$ cat config.mk
export PLATFORM = sky130hd
export DESIGN_NAME = fetch_unit
export DESIGN_NICKNAME = d
export VERILOG_FILES = /design/src/rtl/rv32_pkg.sv /design/src/rtl/fetch_fifo.sv /design/src/rtl/fetch_unit.sv
export SDC_FILE = /design/constraint.sdc
export NUM_CORES = 1
export LEC_CHECK = 0
export BUFFER_PORTS_ARGS = -buffer_cell sky130_fd_sc_hd__buf_2
export CAP_MARGIN = 0
export CORE_ASPECT_RATIO = 0.7
export CORE_UTILIZATION = 35
export CTS_CLUSTER_SIZE = 12
export DETAILED_ROUTE_END_ITERATION = 10
export SLEW_MARGIN = 20
export SYNTH_ARGS = -nofsm -noshare
export SYNTH_HDL_FRONTEND = slang
export SYNTH_HIERARCHICAL = 1
export SYNTH_SLANG_ARGS = --single-unit
$ cat constraint.sdc
create_clock -name clk -period 7.7 [get_ports clk]
set_input_delay 0.77 -clock clk [delete_from_list [all_inputs] [get_ports clk]]
set_output_delay 0.77 -clock clk [all_outputs]
set_load 0.01 [all_outputs]
$ cat src/rtl/rv32_pkg.sv
// Shared RV32I core definitions.
//   XLEN          - architectural register/PC width
//   PC_STEP       - sequential fetch increment in bytes
//   RV_NOP        - canonical NOP encoding (addi x0, x0, 0)
//   fetch_entry_t - {pc, instr} pair carried from fetch to decode
package rv32_pkg;

   localparam int unsigned     XLEN    = 32;
   localparam logic [XLEN-1:0] PC_STEP = 32'd4;
   localparam logic [XLEN-1:0] RV_NOP  = 32'h0000_0013;

   typedef struct packed {
      logic [XLEN-1:0] pc;
      logic [XLEN-1:0] instr;
   } fetch_entry_t;

endpackage

$ cat src/rtl/fetch_fifo.sv
// Generic synchronous FIFO used as the fetch buffer.
// Parameters: DEPTH (power of two, >= 2), WIDTH (entry width in bits).
// Ports:
//   clk, rst_n - clock and asynchronous active-low reset
//   flush      - empties the FIFO; overrides push and pop
//   push, din  - write din at the tail (caller guarantees not full unless popping)
//   pop        - drop the head entry (caller guarantees not empty)
//   count      - number of valid entries (0..DEPTH)
//   head       - contents of the head entry (undefined when count == 0)
module fetch_fifo #(
   parameter int unsigned  DEPTH = 2,
   parameter int unsigned  WIDTH = 64,
   localparam int unsigned PW    = $clog2(DEPTH),
   localparam int unsigned CW    = PW + 1
) (
   input  logic             clk,
   input  logic             rst_n,
   input  logic             flush,
   input  logic             push,
   input  logic             pop,
   input  logic [WIDTH-1:0] din,
   output logic [CW-1:0]    count,
   output logic [WIDTH-1:0] head
);

   logic [WIDTH-1:0] mem_q [DEPTH];
   logic [PW-1:0]    wr_ptr_q, wr_ptr_d;
   logic [PW-1:0]    rd_ptr_q, rd_ptr_d;
   logic [CW-1:0]    count_q, count_d;

   // Pointers are exactly log2(DEPTH) bits, so +1 wraps at DEPTH by itself.
   always_comb begin
      wr_ptr_d = wr_ptr_q;
      rd_ptr_d = rd_ptr_q;
      count_d  = count_q;
      if (flush) begin
         wr_ptr_d = '0;
         rd_ptr_d = '0;
         count_d  = '0;
      end else begin
         if (push) wr_ptr_d = wr_ptr_q + PW'(1);
         if (pop)  rd_ptr_d = rd_ptr_q + PW'(1);
         unique case ({push, pop})
            2'b10:   count_d = count_q + CW'(1);
            2'b01:   count_d = count_q - CW'(1);
            default: count_d = count_q;
         endcase
      end
   end

   always_ff @(posedge clk or negedge rst_n) begin
      if (!rst_n) begin
         wr_ptr_q <= '0;
         rd_ptr_q <= '0;
         count_q  <= '0;
      end else begin
         wr_ptr_q <= wr_ptr_d;
         rd_ptr_q <= rd_ptr_d;
         count_q  <= count_d;
      end
   end

   // Storage needs no reset: entries are only observed when count != 0.
   always_ff @(posedge clk) begin
      if (push && !flush) mem_q[wr_ptr_q] <= din;
   end

   assign count = count_q;
   assign head  = mem_q[rd_ptr_q];

endmodule

$ cat src/rtl/fetch_unit.sv
// RV32I instruction-fetch stage.
// Owns the PC, fetches from a combinational imem, buffers {pc, instr} in fetch_fifo and
// hands entries to decode over a valid/ready handshake. Redirects flush the buffer.
// Optional feature (macro FETCH_MISALIGN_TRAP_EN): a misaligned redirect halts fetch and
// raises if_trap until the next aligned redirect; without it the low PC bits are cleared.
// Ports:
//   clk, rst_n                  - clock and asynchronous active-low reset
//   imem_addr / imem_instr      - imem byte address (== pc) and returned word
//   redirect_valid, redirect_pc - redirect request and target
//   if_valid, if_ready          - handshake toward decode
//   if_pc, if_instr             - head entry (zero while if_valid == 0)
//   if_trap                     - misaligned-redirect trap (macro builds only)
module fetch_unit
   import rv32_pkg::*;
#(
   parameter logic [31:0] RESET_PC   = 32'h0000_0000,
   parameter int unsigned FIFO_DEPTH = 2
) (
   input  logic        clk,
   input  logic        rst_n,
   output logic [31:0] imem_addr,
   input  logic [31:0] imem_instr,
   input  logic        redirect_valid,
   input  logic [31:0] redirect_pc,
   output logic        if_valid,
   input  logic        if_ready,
   output logic [31:0] if_pc,
`ifdef FETCH_MISALIGN_TRAP_EN
   output logic        if_trap,
`endif
   output logic [31:0] if_instr
);

   localparam int unsigned     CW         = $clog2(FIFO_DEPTH) + 1;
   localparam logic [XLEN-1:0] ALIGN_MASK = ~32'h3;

   logic [XLEN-1:0] pc_q, pc_d;
   logic [XLEN-1:0] redirect_target;
   logic [CW-1:0]   count;
   fetch_entry_t    head, tail;
   logic            pop, push, halt, fifo_full;

`ifdef FETCH_MISALIGN_TRAP_EN
   logic halt_q, halt_d;

   // Misaligned target is kept as-is so the faulting address shows on imem_addr.
   assign redirect_target = redirect_pc;
   assign halt_d          = redirect_valid ? (redirect_pc[1:0] != 2'b00) : halt_q;
   assign halt            = halt_q;
   assign if_trap         = halt_q;

   always_ff @(posedge clk or negedge rst_n) begin
      if (!rst_n) halt_q <= 1'b0;
      else        halt_q <= halt_d;
   end
`else
   assign redirect_target = redirect_pc & ALIGN_MASK;
   assign halt            = 1'b0;
`endif

   assign fifo_full = (count == CW'(FIFO_DEPTH));
   assign pop       = if_valid & if_ready;
   assign push      = ~redirect_valid & (~fifo_full | pop) & ~halt;
   assign tail      = '{pc: pc_q, instr: imem_instr};

   always_comb begin
      pc_d = pc_q;
      if (redirect_valid) pc_d = redirect_target;
      else if (push)      pc_d = pc_q + PC_STEP;
   end

   always_ff @(posedge clk or negedge rst_n) begin
      if (!rst_n) pc_q <= RESET_PC;
      else        pc_q <= pc_d;
   end

   // Redirect flushes; a pop in the same cycle is accepted by decode but has no effect here.
   fetch_fifo #(
      .DEPTH (FIFO_DEPTH),
      .WIDTH ($bits(fetch_entry_t))
   ) u_fifo (
      .clk   (clk),
      .rst_n (rst_n),
      .flush (redirect_valid),
      .push  (push),
      .pop   (pop),
      .din   (tail),
      .count (count),
      .head  (head)
   );

   assign imem_addr = pc_q;
   assign if_valid  = (count != '0);
   assign if_pc     = if_valid ? head.pc    : '0;
   assign if_instr  = if_valid ? head.instr : '0;

endmodule

==> metrics.md <==
| Metric | Value |
|---|---|
| Measured slew at the worst slew-check pin | `0.860 ns` |
| Fin util | `between 40% and 50%` |
| Type of destination of the critical path | `output port` |
| Placer Congestion | `0.795` |
| Detailed Place HPWL | `9.66 mm` |
| Met1 wire length | `between 7 and 8 mm` |
| Buf/Inv on CP | `2` |
| Antenna violations before repair | `0` |
| Synth cell types | `37` |
| Synth warn | `6` |
| Mux cell area share after synthesis | `roughly an eighth` |
| Grt ovf | `0` |
| Commonest cells after routing, fill and taps aside | `160 x buf_2, 128 x edfxtp_1, 70 x and2_1` |
| Seq/Total Area, Yosys | `about 65%` |
| Commonest non-fill, non-tap cell in the layout | `buf_2` |
| Largest net degree at the start of global routing | `68` |
| Total of max-cap violations | `0` |
| Worst slew margin | `around 43%` |
| Number of global-route vias before repair | `about 4300` |
| Share of post-route cells with drive strength above 1 | `approximately 42%` |
| Setup crit end | `if_instr[28]` |
| CTS resizes | `0` |
| CTS Buf Count | `17` |
| Clock slew at reported path FFs | `about 0.070 ns` |
| Most used DFF post-synth | `edfxtp_1` |
| CORE AREA | `between 15000 and 20000 sq um` |
| Synth Area in Compound Gates | `~2.2%` |
| Combinational share of power | `18.1%` |
| Routed vias | `4335` |
| Slew Limit Fails | `0` |
| Total GRT Usage | `15.0%` |
| Synth area leaders | `edfxtp_1 53%, dfrtp_1 12%, mux2_4 10%, and2_1 6.1%, xor2_1 2.8%` |
| Final setup margin | `around 4.4 ns` |
| CP Launch Type | `flop` |
| First-pass GRT wire length | `23.6 mm` |
| R2r startpoint | `u_fifo/count[1]$_DFFE_PN0P_` |
| CTS tree | `done` |
| Clock Path Buffers | `2` |
| CP max-delay cell | `dfrtp_4` |
| R2R setup slack | `about 4.8 ns` |
| Critical path depth | `4` |
| Worst path top cell family by delay | `flip-flops` |
| Worst R2R Path Depth | `4` |
| Total power | `about 2.4 mW` |
| Period minus WS final | `3.30 ns` |
| Area grow syn2layout | `24.2%` |
| Post-Synth XOR/XNOR Area | `between 3 and 4%` |
| Routed wl met2 | `approximately 6.6 mm` |
| Fin nets | `715` |
| Cell-internal power | `1.81 mW` |
| Syn_area_per_cell | `14.9 sq um` |
| Synth Instances | `482` |
| Post-synthesis cell area | `between 7000 and 8000 sq um` |
| I/O Buffers | `160` |
| DR vias/cell | `around 4.7` |
| Setup bufs post-CTS | `0` |
| Worst EP required | `6.93 ns` |
| Met3 wire len | `1.04 mm` |
| Drt drc | `0` |
| Largest family of logic cells by synthesized area | `simple AND/OR/NAND/NOR gates` |
| I/O pin count | `~170` |
| Final setup viols | `0` |
| Highest routed layer | `met4` |
| Die Wd | `between 150 and 200 um` |
| Clock power frac | `a little under two fifths` |
| PwrDens | `274 nW/um^2` |
| Synth top area share | `roughly 53%` |
| Max VDD drop | `between 0.0001 and 0.00015 V` |
| Critical R2R Capture | `u_fifo/mem_q[0][31]$_DFFE_PP_` |
| EDFF count, synth | `between 100 and 150` |
| Total wire length | `15.2 mm` |
| WS Path Type | `reg2out` |
| Ant diodes | `0` |
| HP Class | `in2async` |
| Psw | `between 600 and 700 uW` |
| H-tree depth | `4` |
| Worst skew pair latency | `around 0.43 ns` |
| Max Freq | `approximately 300 MHz` |
| Initial Util | `a little over a third` |
| Worst Path Arrival | `2.53 ns` |
| Worst setup path startpoint | `u_fifo/rd_ptr_q$_DFFE_PN0P_` |
| DRT iter0 DRCs | `approximately 300` |
| Hold Vio Cnt, Final | `0` |
| Worst-path maximum fanout | `34` |
| Setup tns final | `0 ns` |
| Flop pwr share | `43.8%` |
| Cell Chain, Critical Path | `buf_4 > mux2_4 > and2_1 > buf_2` |
| Flops & latches, synth | `approximately 160` |
| Pleak | `3.62 nW` |
| Run status | `completed` |
| Clock sink total | `162` |
| Clk root buf | `clkbuf_16` |
| Unrepaired setup endpoints after global routing | `false` |
| Crit-path max cell delay | `roughly 0.8 ns` |
| Share of the clock period used by the worst path | `roughly 43%` |
| Number of cell rows | `43` |
| Chip height | `122 um` |
| Die footprint | `~21000 sq um` |
| Routed len/inst | `16.4 um` |
| Switching Fraction | `25.9%` |
| DRT antenna net count | `0` |
| Setup WS pre-CTS | `4.10 ns` |
| DR pass1 iterations | `5` |
| Simple-gate area share of the yosys netlist | `between 10% and 20%` |
| Async set-reset flop share out of synthesis | `a little over a fifth` |
| Area leader, netlist | `edfxtp_1` |
| Hold-fix buffers, CTS | `0` |
| Clock Skews | `0.0108 ns` |
| Post-Synth Adder-Cell Area | `less than 1%` |
-- cell type report --
class	instances	area, sq um
Fill cell	1800	11000
Sequential cell	162	4700
Multi-Input combinational cell	298	2380
Timing Repair Buffer	164	851
Clock buffer	18	429
Tap cell	270	338
Clock inverter	14	223
Inverter	3	11.3
-- registers in the layout (all words and copies together) (netlist names) --
register         cells
u_fifo/mem_q       128
imem_addr           30
u_fifo/count         2
u_fifo/rd_ptr_q      1
u_fifo/wr_ptr_q      1
-- cell usage after synthesis, drive strengths merged, types with 6 or more instances --
cell / number
o21ai: 31
dfrtp: 34
xor2: 23
and2: 70
nand3: 11
xnor2: 9
nor2: 9
nand4: 17
nand2: 35
buf: 10
edfxtp: 128
nor3: 6
mux2: 64
clkbuf: 14
-- worst min path at each step --
stage	endpoint	cells past startpoint	slack (ns)
floorplan	imem_addr[10]$_DFFE_PN0P_	0	0.47
global placement	u_fifo/mem_q[0][63]$_DFFE_PP_	0	0.51
detailed placement	u_fifo/mem_q[0][63]$_DFFE_PP_	0	0.53
CTS	imem_addr[15]$_DFFE_PN0P_	1	0.47
global route	imem_addr[15]$_DFFE_PN0P_	1	0.49
finish	imem_addr[15]$_DFFE_PN0P_	1	0.46
-- through the flow --
| step | hold slack (ns) | cell area, sq um | std cells |
|---|---|---|---|
| finish | 0.456 | 8930 | 929 |
| global route | 0.487 | 8930 | 929 |
| CTS | 0.471 | 8900 | 928 |
| detailed placement | 0.526 | 8250 | 896 |
| global placement | 0.512 | 8240 | 896 |
| floorplan | 0.474 | 7210 | 487 |
-- worst reg2reg max path: cells and delay by family (launching register included) --
family                 cells  cell delay [ns]
AND/OR/NAND/NOR            3             1.34
buffers and inverters      1             0.73
flip-flops                 1             0.40
-- power groups by stage --
stage | clock, mW | sequential, mW | combinational, mW
global placement | 0 | 1.09 | 0.445
floorplan | 0 | 1.07 | 0.305
detailed placement | 0 | 1.09 | 0.449
finish | 0.929 | 1.07 | 0.444
global route | 0.987 | 1.08 | 0.487
CTS | 0.955 | 1.07 | 0.450
-- layer usage --
metal / vias up / global-route usage, %
met5: - / 0
li1: 2065 / -
met1: 2097 / 20.8
met2: 157 / 21.9
met4: 0 / 5.48
met3: 16 / 4.71
-- kinds of logic after synthesis --
family	after synthesis
xor+xnor	32
flops	162
simple gates	163
other cells	1
buf+inv	27
compound gates	31
mux	65
fa+ha+maj	1
(Power assumes the default switching activity.)
